===== config.mk =====
export PLATFORM = sky130hd
export DESIGN_NAME = ddr_rd_demux
export DESIGN_NICKNAME = d
export VERILOG_FILES = /design/src/rtl/ddr_rd_demux_pkg.sv /design/src/rtl/ddr_rd_demux.sv
export SDC_FILE = /design/constraint.sdc
export NUM_CORES = 1
export LEC_CHECK = 0
export CORE_ASPECT_RATIO = 2
export CORE_MARGIN = 5
export CORE_UTILIZATION = 43
export DETAILED_ROUTE_END_ITERATION = 6
export HOLD_SLACK_MARGIN = 0.02
export PLACE_DENSITY_LB_ADDON = 0.15
export SLEW_MARGIN = 20
export SYNTH_ARGS = -nofsm -noshare
export SYNTH_HDL_FRONTEND = slang
export SYNTH_SLANG_ARGS = --single-unit

===== constraint.sdc =====
create_clock -name clk -period 1.39 [get_ports clk]
set_input_delay 0.2085 -clock clk [delete_from_list [all_inputs] [get_ports clk]]
set_output_delay 0.2085 -clock clk [all_outputs]
set_load 0.05 [all_outputs]

===== src/rtl/ddr_rd_demux_pkg.sv =====
// Shared definitions for the DDR read-data demultiplexer: beat type and the
// default transfer-counter width used by instantiating code.
package ddr_rd_demux_pkg;

  localparam int DDR_W          = 64;
  localparam int DDR_RD_TRANS_W = 8;

  typedef logic [DDR_W-1:0] ddr_beat_t;

endpackage


===== src/rtl/ddr_rd_demux.sv =====
// ddr_rd_demux: splits one DDR read-beat stream into the loader's two lanes.
//   Single mode: every beat goes to ddr2.
//   Pair mode: beats alternate ddr1/ddr2 and leave together as one pair.
// Optional feature macro: DDR_RD_LAST_CHK_EN (checks ddr_rd_last against the
// expected final beat and raises sticky err_last on mismatch).
//
// Handshake: a beat is accepted when ddr_rd_valid & ddr_rd_ready are both high
// on a rising clock edge; ddr_rd_ready depends only on the FSM state, never on
// ddr_rd_valid. The output lanes have no backpressure: each *_valid is a
// single-cycle pulse and the data is meaningful only while its valid is high.
module ddr_rd_demux
  import ddr_rd_demux_pkg::*;
#(
  parameter int TRANS_W = DDR_RD_TRANS_W
) (
  input  logic               clk,
  input  logic               rst,
  input  logic               start,
  output logic               done,
  input  logic [TRANS_W-1:0] conf_trans_num,
  input  logic               conf_pair,
  input  ddr_beat_t          ddr_rd_data,
  input  logic               ddr_rd_valid,
  input  logic               ddr_rd_last,
  output logic               ddr_rd_ready,
  output ddr_beat_t          ddr1_data,
  output logic               ddr1_valid,
  output ddr_beat_t          ddr2_data,
  output logic               ddr2_valid,
  output logic               err_last
);

  typedef enum logic {
    IDLE = 1'b0,
    RECV = 1'b1
  } state_t;

  state_t             state_q;
  state_t             state_d;
  logic [TRANS_W-1:0] trans_num_q;
  logic               pair_q;
  logic [TRANS_W-1:0] cnt_q;
  logic               half_q;
  ddr_beat_t          hold_q;

  logic accept;
  logic out_due;
  logic final_out;

  assign ddr_rd_ready = (state_q == RECV);
  assign done         = (state_q == IDLE);
  assign accept       = ddr_rd_valid & ddr_rd_ready;
  // An accepted beat produces an output unless it is the first half of a pair.
  assign out_due      = accept & (~pair_q | half_q);
  assign final_out    = (cnt_q == trans_num_q);

  // Next-state: start always (re)enters RECV; leave once the final output goes out.
  always_comb begin
    state_d = state_q;
    if (start) begin
      state_d = RECV;
    end else if ((state_q == RECV) && out_due && final_out) begin
      state_d = IDLE;
    end
  end

  // State register.
  always_ff @(posedge clk) begin
    if (rst) begin
      state_q <= IDLE;
    end else begin
      state_q <= state_d;
    end
  end

  // Datapath: conf latch, counter, pair hold register and output pulses.
  always_ff @(posedge clk) begin
    if (rst) begin
      trans_num_q <= '0;
      pair_q      <= 1'b0;
      cnt_q       <= '0;
      half_q      <= 1'b0;
      hold_q      <= '0;
      ddr1_data   <= '0;
      ddr1_valid  <= 1'b0;
      ddr2_data   <= '0;
      ddr2_valid  <= 1'b0;
    end else begin
      ddr1_valid <= 1'b0;
      ddr2_valid <= 1'b0;
      if (start) begin
        // Restart discards any partial pair and suppresses an output due now.
        trans_num_q <= conf_trans_num;
        pair_q      <= conf_pair;
        cnt_q       <= '0;
        half_q      <= 1'b0;
        hold_q      <= '0;
      end else if (accept) begin
        if (pair_q && !half_q) begin
          hold_q <= ddr_rd_data;
          half_q <= 1'b1;
        end else begin
          ddr2_data  <= ddr_rd_data;
          ddr2_valid <= 1'b1;
          if (pair_q) begin
            ddr1_data  <= hold_q;
            ddr1_valid <= 1'b1;
            half_q     <= 1'b0;
          end
          // Counter parks on the final value; start reloads it.
          if (!final_out) begin
            cnt_q <= cnt_q + TRANS_W'(1);
          end
        end
      end
    end
  end

`ifdef DDR_RD_LAST_CHK_EN
  logic err_q;
  logic exp_last;

  // The final expected beat is the one that produces the final output.
  assign exp_last = out_due & final_out;
  assign err_last = err_q;

  // Sticky last-flag mismatch; only start or reset clear it.
  always_ff @(posedge clk) begin
    if (rst) begin
      err_q <= 1'b0;
    end else if (start) begin
      err_q <= 1'b0;
    end else if (accept && (ddr_rd_last != exp_last)) begin
      err_q <= 1'b1;
    end
  end
`else
  logic unused_last;
  assign unused_last = ddr_rd_last;
  assign err_last    = 1'b0;
`endif

endmodule


# Word-level counts from Yosys, hierarchy flattened
# Cells that the tools add are included.
[word_totals]
n_memories = 0
romBits = 0
wordCells = 41
latchBits = 0
ram_bits = 0
reg_bits = 213
output_inout_bits = 133
input_bits = 78
[op_classes]
reduce_logical = 14
addsub = 1
magnitude_cmp = 0
shifts = 0
div_mod_pow = 0
n_eq_ne = 1
n_mux = 6
mul = 0
n_bitwise = 9
[ops]
columns = ["cell", "n"]
rows = [
  ["$add A8 B1 Y8 const B", 1],
  ["$eq A8 B8 Y1", 1],
  ["$mux W1", 6],
  ["$not A1 Y1", 6],
  ["$reduce_and A3 Y1", 2],
  ["$reduce_and A2 Y1", 2],
  ["$reduce_and A4 Y1", 1],
  ["$reduce_bool A2 Y1", 2],
  ["$reduce_or A4 Y1", 1],
  ["$logic_and A1 B1 Y1", 3],
  ["$reduce_or A3 Y1", 1],
  ["$and A1 B1 Y1", 2],
  ["$reduce_or A2 Y1", 1],
  ["$logic_not A1 Y1", 1],
  ["$or A1 B1 Y1", 1],
]

# Logic depth before layout (Yosys ltp)
# Gate-level depths: netlist of the first run.
[logic_depth]
ltp_word = 7
ltp_mapped = 7

# Worst setup path after synthesis of the first run
# OpenSTA, ideal clock, no wires.
[synth_timing]
path_kind = "reg2reg"
from = "register state_q (netlist: ddr_rd_ready)"
to = "register ddr1_data[33]"
stages_incl_launch_ff = 7
setup_time_ns = 0.132
arrival_ns = 1.701
synth_period_minus_slack_ns = 1.833
slack_ns = -0.443
path_buffers = 2
cell_sequence = "dfxtp_1 > nand2_1 > or3_1 > buf_2 > buf_1 > nand2_1 > a21oi_1"
[synth_between]
elab_chain_len = 2
[synth_rtl]
columns = ["element", "line", "text"]
rows = [
  ["start: declaration", "ddr_rd_demux.sv:38", "state_t state_q;"],
  ["start signal: assignment", "ddr_rd_demux.sv:72", "state_q <= state_d;"],
  ["$and A1 B1 Y1", "ddr_rd_demux.sv:52", "assign accept = ddr_rd_valid & ddr_rd_ready;"],
  ["$reduce_and A4 Y1 (no source line)", "--", ""],
  ["end signal: assignment", "ddr_rd_demux.sv:106", "ddr1_data <= hold_q;"],
  ["end: declaration", "ddr_rd_demux.sv:26", "output ddr_beat_t ddr1_data,"],
]
# Every way passes these cells.
# A chain may end at the register's enable or synchronous reset.

# Worst setup path after layout of the first run
[layout_timing]
from = "register pair_q"
to = "register ddr1_data[33]"
[layout_between]
elab_chain_len = 3
[layout_rtl]
columns = ["element", "line", "text"]
rows = [
  ["start: declaration", "ddr_rd_demux.sv:41", "logic pair_q;"],
  ["start signal: assignment", "ddr_rd_demux.sv:94", "pair_q <= conf_pair;"],
  ["$logic_and A1 B1 Y1", "ddr_rd_demux.sv:99", "if (pair_q && !half_q) begin"],
  ["$not A1 Y1 (no source line)", "--", ""],
  ["$reduce_and A4 Y1 (no source line) (*)", "--", ""],
]
# Mark *: on every way between the ends. The rest lies on a longest branch, timed or not.

==> results of run 1 <==
## stage by stage
step	hold slack, ns	utilization	TNS [ns]	cells	cell area, µm²
detailed placement	0.443	0.661	-86.87	1335	11400
CTS	0.159	0.711	-2.83	1376	12200
global placement	0.436	0.661	-82.38	1335	11400
finish	0.179	0.771	-14.99	1401	13200
global route	0.182	0.771	-21.76	1401	13200
floorplan	0.344	-	-5.31	939	7540
## layout by cell type (no fill, tap or decap), types with 2 or more instances in the layout
master / n
buf_4: 31
nand4_1: 2
buf_16: 3
dfxtp_2: 14
or3_1: 4
clkbuf_8: 3
clkinv_2: 3
or3_4: 3
buf_12: 148
a21oi_2: 57
o31ai_1: 2
xnor2_2: 7
nand2_1: 341
mux2i_1: 8
nand2_2: 17
a21oi_1: 141
nor2_4: 3
clkbuf_1: 4
clkdlybuf4s50_1: 75
nand3_1: 2
buf_6: 14
clkbuf_16: 33
o211ai_1: 2
nand2_4: 33
or4_1: 2
nor2_1: 13
dfxtp_1: 198
nand3_2: 2
o21ai_0: 4
## routing by layer
layer  wire length [µm]  part of all wire  global-route usage  vias to the layer above
met2              15100              0.56               0.425                      243
met1               8710              0.33               0.229                     3478
li1                   -                 -                   -                     3523
met3               1620             0.061              0.0527                       80
met4               1340             0.050              0.0754                        0
met5                  0                 0                   0                        -
## state kept, by name, summed over array words and instances (netlist names)
register / cells
cnt_q: 8
ddr1_data: 64
ddr1_valid: 1
ddr2_data: 64
ddr2_valid: 1
ddr_rd_ready: 1
half_q: 1
hold_q: 64
pair_q: 1
trans_num_q: 8
## cell families after synthesis
kind of cell / count (synthesis)
AOI/OAI and AO/OA: 208
xor gates and xnor gates: 9
adders and majority gates: 1
buffers and inverters: 69
DFF: 213
muxes: 8
other: 1
and+or+nand+nor: 430
## power by group through the flow
| stage | Combinational [mW] | Sequential (mW) | Clock (mW) |
|---|---|---|---|
| 2_1_floorplan | 0.312 | 6.53 | 0 |
| 3_3_place_gp | 1.11 | 6.38 | 0 |
| 3_5_place_dp | 1.11 | 6.38 | 0 |
| 4_1_cts | 1.16 | 6.25 | 5.36 |
| 5_1_grt | 1.32 | 6.26 | 5.59 |
| 6_report | 1.26 | 6.25 | 5.25 |
## repair_timing
action                     in CTS  in global routing
setup endpoints to repair     137                178
setup buffers                   6                  7
pin swaps                      13                 74
gates resized for setup        34                159
gates cloned                    3                 19
## worst max-delay path by stage
stage	to	slack, ns	cells after the start
5_1_grt	ddr1_data[38]	-0.27	8
2_1_floorplan	cnt_q[7]	-0.08	5
3_5_place_dp	ddr1_data[38]	-0.51	6
3_3_place_gp	ddr2_data[51]	-0.48	5
4_1_cts	cnt_q[7]	-0.08	5
6_report	ddr1_data[33]	-0.19	8
## cell type report
type                       count  share of cell area
timing repair buffer         285               0.342
clock inverter                 5             0.00406
clock buffer                  27              0.0420
multi-input combinational    658               0.268
inverter                       2            0.000567
antenna                        1            0.000189
sequential                   213               0.324
tap                          210              0.0198
## worst min-delay path, cell delays in order
cell and delay (ns):
buf_4 0.13, buf_12 0.24, a21oi_2 0.05
==> reports/summary.txt, run 1 <==
status: finished, violations left
failing checks: setup timing
clock skew: 0.0148 ns
largest net degree at the start of global routing: 71
Vias/cell: 5.23
maxcap violations: 0
Seq pwr share: 0.490
final wirelength: 26800 µm
Worst R2R Setup Slack: -0.19 ns
IO Port Bufs: 208
Seq/Total Area, Yosys: 0.572
min-delay src: rst
vias in the first global route: 6910
Syn-to-layout area delta: 77.7%
top post-synthesis cells by count: nand2_1, dfxtp_1, a21oi_1
adder-cell area share of the yosys netlist: 0.00168
DRC: 0
Max Root-Sink Buffers: 3
clock sink total: 213
Synth top area share: 0.572
share of post-route cells with drive strength above 1: 0.325
P_leak: 5.07 nW
H-tree depth: 1
initial antenna violation count: 1
FF+latch count, synth: 213
Worst Path Required: 1.82 ns
FF-to-FF End: ddr1_data[33]
post-synthesis xor/xnor area fraction: 0.0106
CTS tree: done
period utilization: 1.13
Post-synth EDFFs: 0
Rows: 68
post-synthesis compound-gate area fraction: 0.142
synthesized cell area: 0.00746 mm²
pins over their slew limit: 0
FF/Latch Area: 0.00429 mm²
kind of critical path: reg -> reg
via count: 7324
core area: 0.0172 mm²
Setup Viol. Count Final: 132
RR Startpoint: pair_q
die width: 103 µm
Sw Pwr: 2.99 mW
worst-margin pin slew: 0.538 ns
arrival time worst endpoint: 2.00 ns
Initial Util: 0.434
DIE HEIGHT: 196 µm
Crit. Startpoint: pair_q
GRT Residual Overflow: 0
post-synthesis mux area share: 0.0107
worst setup margin: -0.186 ns
Final Hold Viols: 0
worst slack, placed: -0.509 ns
worst path bufs/invs: 3
CP max stage cell: dfxtp_2
PwrDens: 963 mW/mm²
top-count cell post-synth: nand2_1
RSZ-0062 raised after global routing: true
worst hold path type: in -> reg
hold endpoint: ddr1_data[26]
largest family of logic cells by synthesized area: simple AND/OR/NAND/NOR gates
Routability Congestion: 0.831
Layout fillers: 1131
Switching Fraction: 0.234
Worst VDD drop: 0.966 mV
Initial DRT Pass Iterations: 5
CP Capture Type: flip-flop
worst hold stages: 3
CP top delay family: simple AND/OR/NAND/NOR gates
Post-CTS Hold Fix Bufs: 0
cells on worst reg2reg path: 8
drt wl/cell: 19.1 µm
Power, Total: 12.8 mW
die area: 0.0202 mm²
Worst path max stage delay: 0.32 ns
Post-DRT Antenna Nets: 0
fmax: 634 MHz
startpoint types: flip-flop
clk slew on worst S/H paths: 0.07 ns
Gate Count Post-Synth: 939
Initial DRC Count: 245
yosys warns: 0
clock latency on the worst-skew pair: 0.50 ns
top_reg_cell synth: dfxtp_1
fin nets: 1258
top post-synthesis cells by area: dfxtp_1, nand2_1, a21oi_1, clkbuf_1, mux2i_1
post-synth net total: 1018
hpwl dp: 15600 µm
Pint: 9.77 mW
Comb power frac: 0.098
Total GRT Usage: 0.223
count of unique library cells instantiated by Yosys: 30
Simple-Gate Fraction of Synth Area: 0.225
Top Ports: 211
Yosys top cell by area: dfxtp_1
first-pass GRT wire length: 35800 µm
total CTS buffers: 19
Worst path most repeated cell: buf_12
Max FO, Critical Path: 7
CTS root buf: clkbuf_16
Async SR Flop Fraction: 0
cell chain of the critical path: nor2b_4 > or2_4 > nor2_4 > buf_12 > buf_12 > clkbuf_16 > nand2_1 > a21oi_1
final worst path period need: 1.58 ns
footprint of the multi-input gates: 0.00355 mm²
power share of the clock group: 0.411
syn_area_per_cell: 7.94 µm²
Slew headroom: 0.641
(Power assumes the default switching activity.)
==> run 2: changes to the inputs <==
--- a/config.mk
+++ b/config.mk
@@ -6,8 +6,8 @@
 export NUM_CORES = 1
 export LEC_CHECK = 0
 export CORE_ASPECT_RATIO = 2
-export CORE_MARGIN = 5
-export CORE_UTILIZATION = 43
+export CORE_MARGIN = 2
+export CORE_UTILIZATION = 47
 export DETAILED_ROUTE_END_ITERATION = 6
 export HOLD_SLACK_MARGIN = 0.02
 export PLACE_DENSITY_LB_ADDON = 0.15
==> constraint.sdc (replaced) <==
create_clock -name clk -period 1.7 [get_ports clk]
set_input_delay 0.255 -clock clk [delete_from_list [all_inputs] [get_ports clk]]
set_output_delay 0.255 -clock clk [all_outputs]
set_load 0.05 [all_outputs]
==> run 2 against run 1 <==
  * The run now ends clean
  * Register-to-register slack improved by 0.23 ns
  * Critical path depth decreased by 2
  * Global-route usage up 0.18 points
  * Count of clock-buffer cells in the layout up 1
  * Die area decreased by 16%
  * Hold slack worse by 0.0051 ns
==> reports/summary.txt, run 2 (same netlist as run 1, synthesis figures left out) <==
status: completed
Syn-to-layout area delta: 37.2%
Setup Buffers After CTS: 0
DRC: 0
Worst R2R Setup Slack: 0.04 ns
met2 Track Usage GR: 0.386
Initial DRC Count: 275
arrival time worst endpoint: 2.07 ns
busiest grt layer: met2
cell chain of the critical path: xnor2_1 > nand4_1 > buf_4 > o2111ai_2 > or4_1 > a21oi_1
cells on worst reg2reg path: 6
Setup Viol. Count Final: 0
final worst path period need: 1.66 ns
kind of critical path: reg -> reg
P_leak: 3.77 nW
worst hold path type: in -> reg
pins over their slew limit: 0
met3 GRT Util: 0.0582
Top Ports: 211
IO Port Bufs: 208
Final Hold Viols: 0
clock skew: 0.0127 ns
Top Registers: ddr1_data (64), ddr2_data (64), hold_q (64)
die width: 93.1 µm
Post-DRT Antenna Nets: 0
clock latency on the worst-skew pair: 0.48 ns
CP Capture Type: flip-flop
Total GRT Usage: 0.225
fin nets: 1212
worst-margin pin slew: 0.826 ns
Rows: 65
cell area after layout: 0.0102 mm²
DIE HEIGHT: 182 µm
FF-to-FF End: cnt_q[7]
Vias/cell: 5.03
Post-Place Cell Area: 0.00959 mm²
initial antenna violation count: 0
largest net degree at the start of global routing: 101
worst path bufs/invs: 1
RR Startpoint: cnt_q[1]
maxcap violations: 0
Worst VDD drop: 0.804 mV
vias in the first global route: 6510
die area: 0.0169 mm²
startpoint types: flip-flop
RSZ-0062 raised after global routing: true
clk slew on worst S/H paths: 0.07 ns
CTS tree: done
final wirelength: 19300 µm
first-pass GRT wire length: 31700 µm
CTS root buf: clkbuf_16
Initial DRT Pass Iterations: 4
Inserted Diodes: 0
worst setup margin: 0.0403 ns
share of post-route cells with drive strength above 1: 0.182
worst slack, placed: -0.288 ns
met1 GRT Util: 0.277
core area: 0.0156 mm²
CP max stage cell: or4_1
Post-CTS Hold Fix Bufs: 0
drt wl/cell: 14.3 µm
Max Root-Sink Buffers: 3
worst hold stages: 4
Slew headroom: 0.450
fmax: 603 MHz
Initial Util: 0.477
via count: 6769
total CTS buffers: 19
commonest non-fill, non-tap cell in the layout: nand2_1
min-delay src: rst
hpwl dp: 12900 µm
clock sink total: 213
hold endpoint: cnt_q[4]
GRT Residual Overflow: 0
Max FO, Critical Path: 4
Routability Congestion: 0.770
PwrDens: 992 mW/mm²
commonest non-fill, non-tap cells in the layout: nand2_1, dfxtp_1, a21oi_1, buf_4, clkdlybuf4s50_1
period utilization: 0.976
Worst Path Required: 2.11 ns
CP top delay family: simple AND/OR/NAND/NOR gates
Worst path max stage delay: 0.53 ns
H-tree depth: 1
## run 2: cell types whose count changed in the layout (fill, tap and decap cells not counted), moves of 14 or more
| cell | previous run | this run |
|---|---|---|
| nand2_2 | 17 | 0 |
| nand2_1 | 341 | 391 |
| buf_4 | 31 | 153 |
| buf_12 | 148 | 11 |
| a21oi_1 | 141 | 198 |
| a21oi_2 | 57 | 0 |
| clkbuf_16 | 33 | 19 |
| nand2_4 | 33 | 0 |
| buf_6 | 14 | 0 |
## run 2: tightest hold or removal path, delay by kind of cell
family        cells  cell delay [ns]
buf+inv           1             0.11
simple gates      3             0.25
## run 2: stage by stage
stage | hold slack [ns] | setup TNS, ns | util | power [mW] | std cells
4_1_cts | 0.163 | 0 | 0.654 | 10.2 | 1346
3_5_place_dp | 0.443 | -40.85 | 0.614 | 5.97 | 1313
3_3_place_gp | 0.436 | -36.74 | 0.614 | 5.97 | 1313
2_1_floorplan | 0.391 | 0 | - | 5.58 | 939
6_report | 0.174 | 0 | 0.655 | 10.1 | 1346
5_1_grt | 0.171 | -0.0701 | 0.655 | 10.5 | 1346
## run 2: layer usage
layer,wire [µm],part of all wire,vias up
met5,0,0,-
met4,435,0.023,0
met3,1660,0.086,34
met2,9380,0.49,212
met1,7810,0.40,3106
li1,-,-,3417
## run 2: area by class of cell
type,count,area [µm²]
Tap cell,201,251
Timing Repair Buffer,240,2130
Sequential cell,213,4270
Fill cell,1373,5390
Clock buffer,28,569
Multi-Input combinational cell,657,2950
Clock inverter,5,55.1
Inverter,2,7.51
## run 2: worst max-delay path by stage
stage                 start             to  slack, ns  cells past startpoint
3_5_place_dp          start       cnt_q[0]      -0.29                      5
4_1_cts              pair_q       cnt_q[0]       0.03                      6
3_3_place_gp          start       cnt_q[0]      -0.24                      5
6_report           cnt_q[1]       cnt_q[7]       0.04                      6
2_1_floorplan  ddr_rd_ready  ddr1_data[33]       0.08                      6
5_1_grt            cnt_q[1]       cnt_q[7]      -0.03                      6
## run 2: repair_timing
item / CTS / global route
pin swaps: 0 / 0
resized for setup: 1 / 5
setup endpoints to repair: 1 / 6
## run 2: power breakdown
part	switching (mW)	internal [mW]
logic	0.458	0.321
clock network	1.81	2.47
registers	0.0338	5.05
==> run 3: changes to the inputs <==
--- a/config.mk
+++ b/config.mk
@@ -7,7 +7,7 @@
 export LEC_CHECK = 0
 export CORE_ASPECT_RATIO = 2
 export CORE_MARGIN = 2
-export CORE_UTILIZATION = 47
+export CORE_UTILIZATION = 51
 export DETAILED_ROUTE_END_ITERATION = 6
 export HOLD_SLACK_MARGIN = 0.02
 export PLACE_DENSITY_LB_ADDON = 0.15
==> constraint.sdc (replaced) <==
create_clock -name clk -period 2.15 [get_ports clk]
set_input_delay 0.3225 -clock clk [delete_from_list [all_inputs] [get_ports clk]]
set_output_delay 0.3225 -clock clk [all_outputs]
set_load 0.05 [all_outputs]
==> run 3 against run 2 <==
  * Combinational power shrank 22%
  * Flip-flop and latch count unchanged
  * Critical endpoint is now done
  * Cell area up 1.9%
==> reports/summary.txt, run 3 (same netlist as run 1, synthesis figures left out) <==
Layout fillers: 1150
clock latency on the worst-skew pair: 0.48 ns
maxcap violations: 0
Seq pwr share: 0.496
commonest non-fill, non-tap cell in the layout: nand2_1
hpwl dp: 13200 µm
initial antenna violation count: 1
PwrDens: 779 mW/mm²
worst setup margin: 0.111 ns
first-pass GRT wire length: 32200 µm
Slew headroom: 0.482
core area: 0.0144 mm²
arrival time worst endpoint: 1.72 ns
Pint: 6.34 mW
Switching Fraction: 0.219
Post-CTS Hold Fix Bufs: 0
fmax: 490 MHz
DIE HEIGHT: 175 µm
Setup Viol. Count Final: 0
H-tree depth: 1
die width: 89.5 µm
Sum Neg Setup Slack: 0 ns
Initial DRC Count: 285
total CTS buffers: 19
Worst VDD drop: 0.688 mV
Sw Pwr: 1.78 mW
share of post-route cells with drive strength above 1: 0.0505
Initial DRT Pass Iterations: 4
drt wl/cell: 15.1 µm
CTS tree: done
clock skew: 0.00548 ns
kind of critical path: reg -> out
FF/Latch Area: 0.00426 mm²
die area: 0.0157 mm²
vias in the first global route: 6676
CP Capture Type: primary output
Rows: 62
Routability Congestion: 0.862
clk slew on worst S/H paths: 0.06 ns
power share of the clock group: 0.430
commonest non-fill, non-tap cells in the layout: nand2_1, dfxtp_1, clkdlybuf4s50_1, a21oi_1, clkbuf_16
final worst path period need: 2.04 ns
Max Root-Sink Buffers: 3
IO Port Bufs: 208
period utilization: 0.948
Top Registers: ddr1_data (64), ddr2_data (64), hold_q (64)
worst-margin pin slew: 0.777 ns
largest net degree at the start of global routing: 140
via count: 6689
Worst Path Required: 1.83 ns
worst hold path type: in -> reg
Final Hold Viols: 0
CP max stage cell: clkdlybuf4s50_1
Worst path max stage delay: 0.79 ns
fin nets: 1198
CP top delay family: buffers and inverters
status: completed
final wirelength: 19900 µm
Comb power frac: 0.075
Top Ports: 211
P_leak: 3.45 nW
Syn-to-layout area delta: 39.8%
cell chain of the critical path: inv_1 > clkdlybuf4s50_1
DRC: 0
Total GRT Usage: 0.257
GRT Residual Overflow: 0
CTS root buf: clkbuf_16
pins over their slew limit: 0
Initial Util: 0.520
Vias/cell: 5.06
footprint of the multi-input gates: 0.00294 mm²
RSZ-0062 raised after global routing: false
clock sink total: 213
worst slack, placed: 0.0333 ns
worst path bufs/invs: 2
Max FO, Critical Path: 6
Post-DRT Antenna Nets: 0
startpoint types: flip-flop
[run 3: changes by cell type in the layout (fill, tap and decap cells not counted), moves of 2 or more]
cell	change
buf_4	-143
clkdlybuf4s50_1	+131
dfxtp_1	+3
dfxtp_2	-3
buf_12	-2
clkinvlp_4	-2
[run 3: final timing paths]
| path | start | endpoint | slack (ns) | depth (start not counted) |
|---|---|---|---|---|
| setup / recovery | ddr_rd_ready | done | 0.11 | 2 |
| hold / removal | rst | cnt_q[5] | 0.18 | 3 |
| setup reg to reg | cnt_q[3] | cnt_q[0] | 0.35 | 6 |
| hold reg to reg | hold_q[56] | ddr1_data[56] | 0.45 | 2 |
[run 3: per-layer routing]
layer | global-route usage | wire length, µm | up-vias | part of all wire
met2 | 0.479 | 11000 | 195 | 0.55
met4 | 0.116 | 814 | 0 | 0.041
met1 | 0.264 | 6970 | 3059 | 0.35
met3 | 0.0501 | 1140 | 53 | 0.057
li1 | - | - | 3382 | -
met5 | 0 | 0 | - | 0
[run 3: power groups by stage]
stage / registers, mW / logic (mW) / clock network, mW
CTS: 4.02 / 0.609 / 3.56
floorplan: 4.22 / 0.193 / 0
global route: 4.03 / 0.646 / 3.71
detailed placement: 4.11 / 0.605 / 0
global placement: 4.11 / 0.604 / 0
finish: 4.02 / 0.605 / 3.49
[run 3: area by class of cell]
class	instances	area share
Inverter	2	0.000720
Clock buffer	28	0.0556
Antenna cell	1	0.000240
Clock inverter	3	0.00624
Timing Repair Buffer	226	0.223
Sequential cell	213	0.409
Tap cell	192	0.0230
Multi-Input combinational cell	657	0.282
[run 3: tightest hold or removal path, delay by kind of cell]
kind	cells	cell delay (ns)
compound gates	1	0.06
buf+inv	1	0.12
simple gates	1	0.10
[run 3: metrics by stage]
stage | utilization | cells | total power [mW] | hold slack (ns) | cell area [µm²]
final | 0.726 | 1322 | 8.12 | 0.181 | 10400
after global routing | 0.726 | 1322 | 8.38 | 0.191 | 10400
after detailed placement | 0.681 | 1290 | 4.72 | 0.441 | 9780
after global placement | 0.681 | 1290 | 4.71 | 0.436 | 9780
after floorplan | - | 939 | 4.41 | 0.432 | 7460
after CTS | 0.726 | 1321 | 8.19 | 0.164 | 10400
[run 3: repair_timing]
item / 4_1_cts / 5_1_grt
buffers inserted: 0 / 0
setup endpoints to repair: 0 / 1
resized for setup: 0 / 1
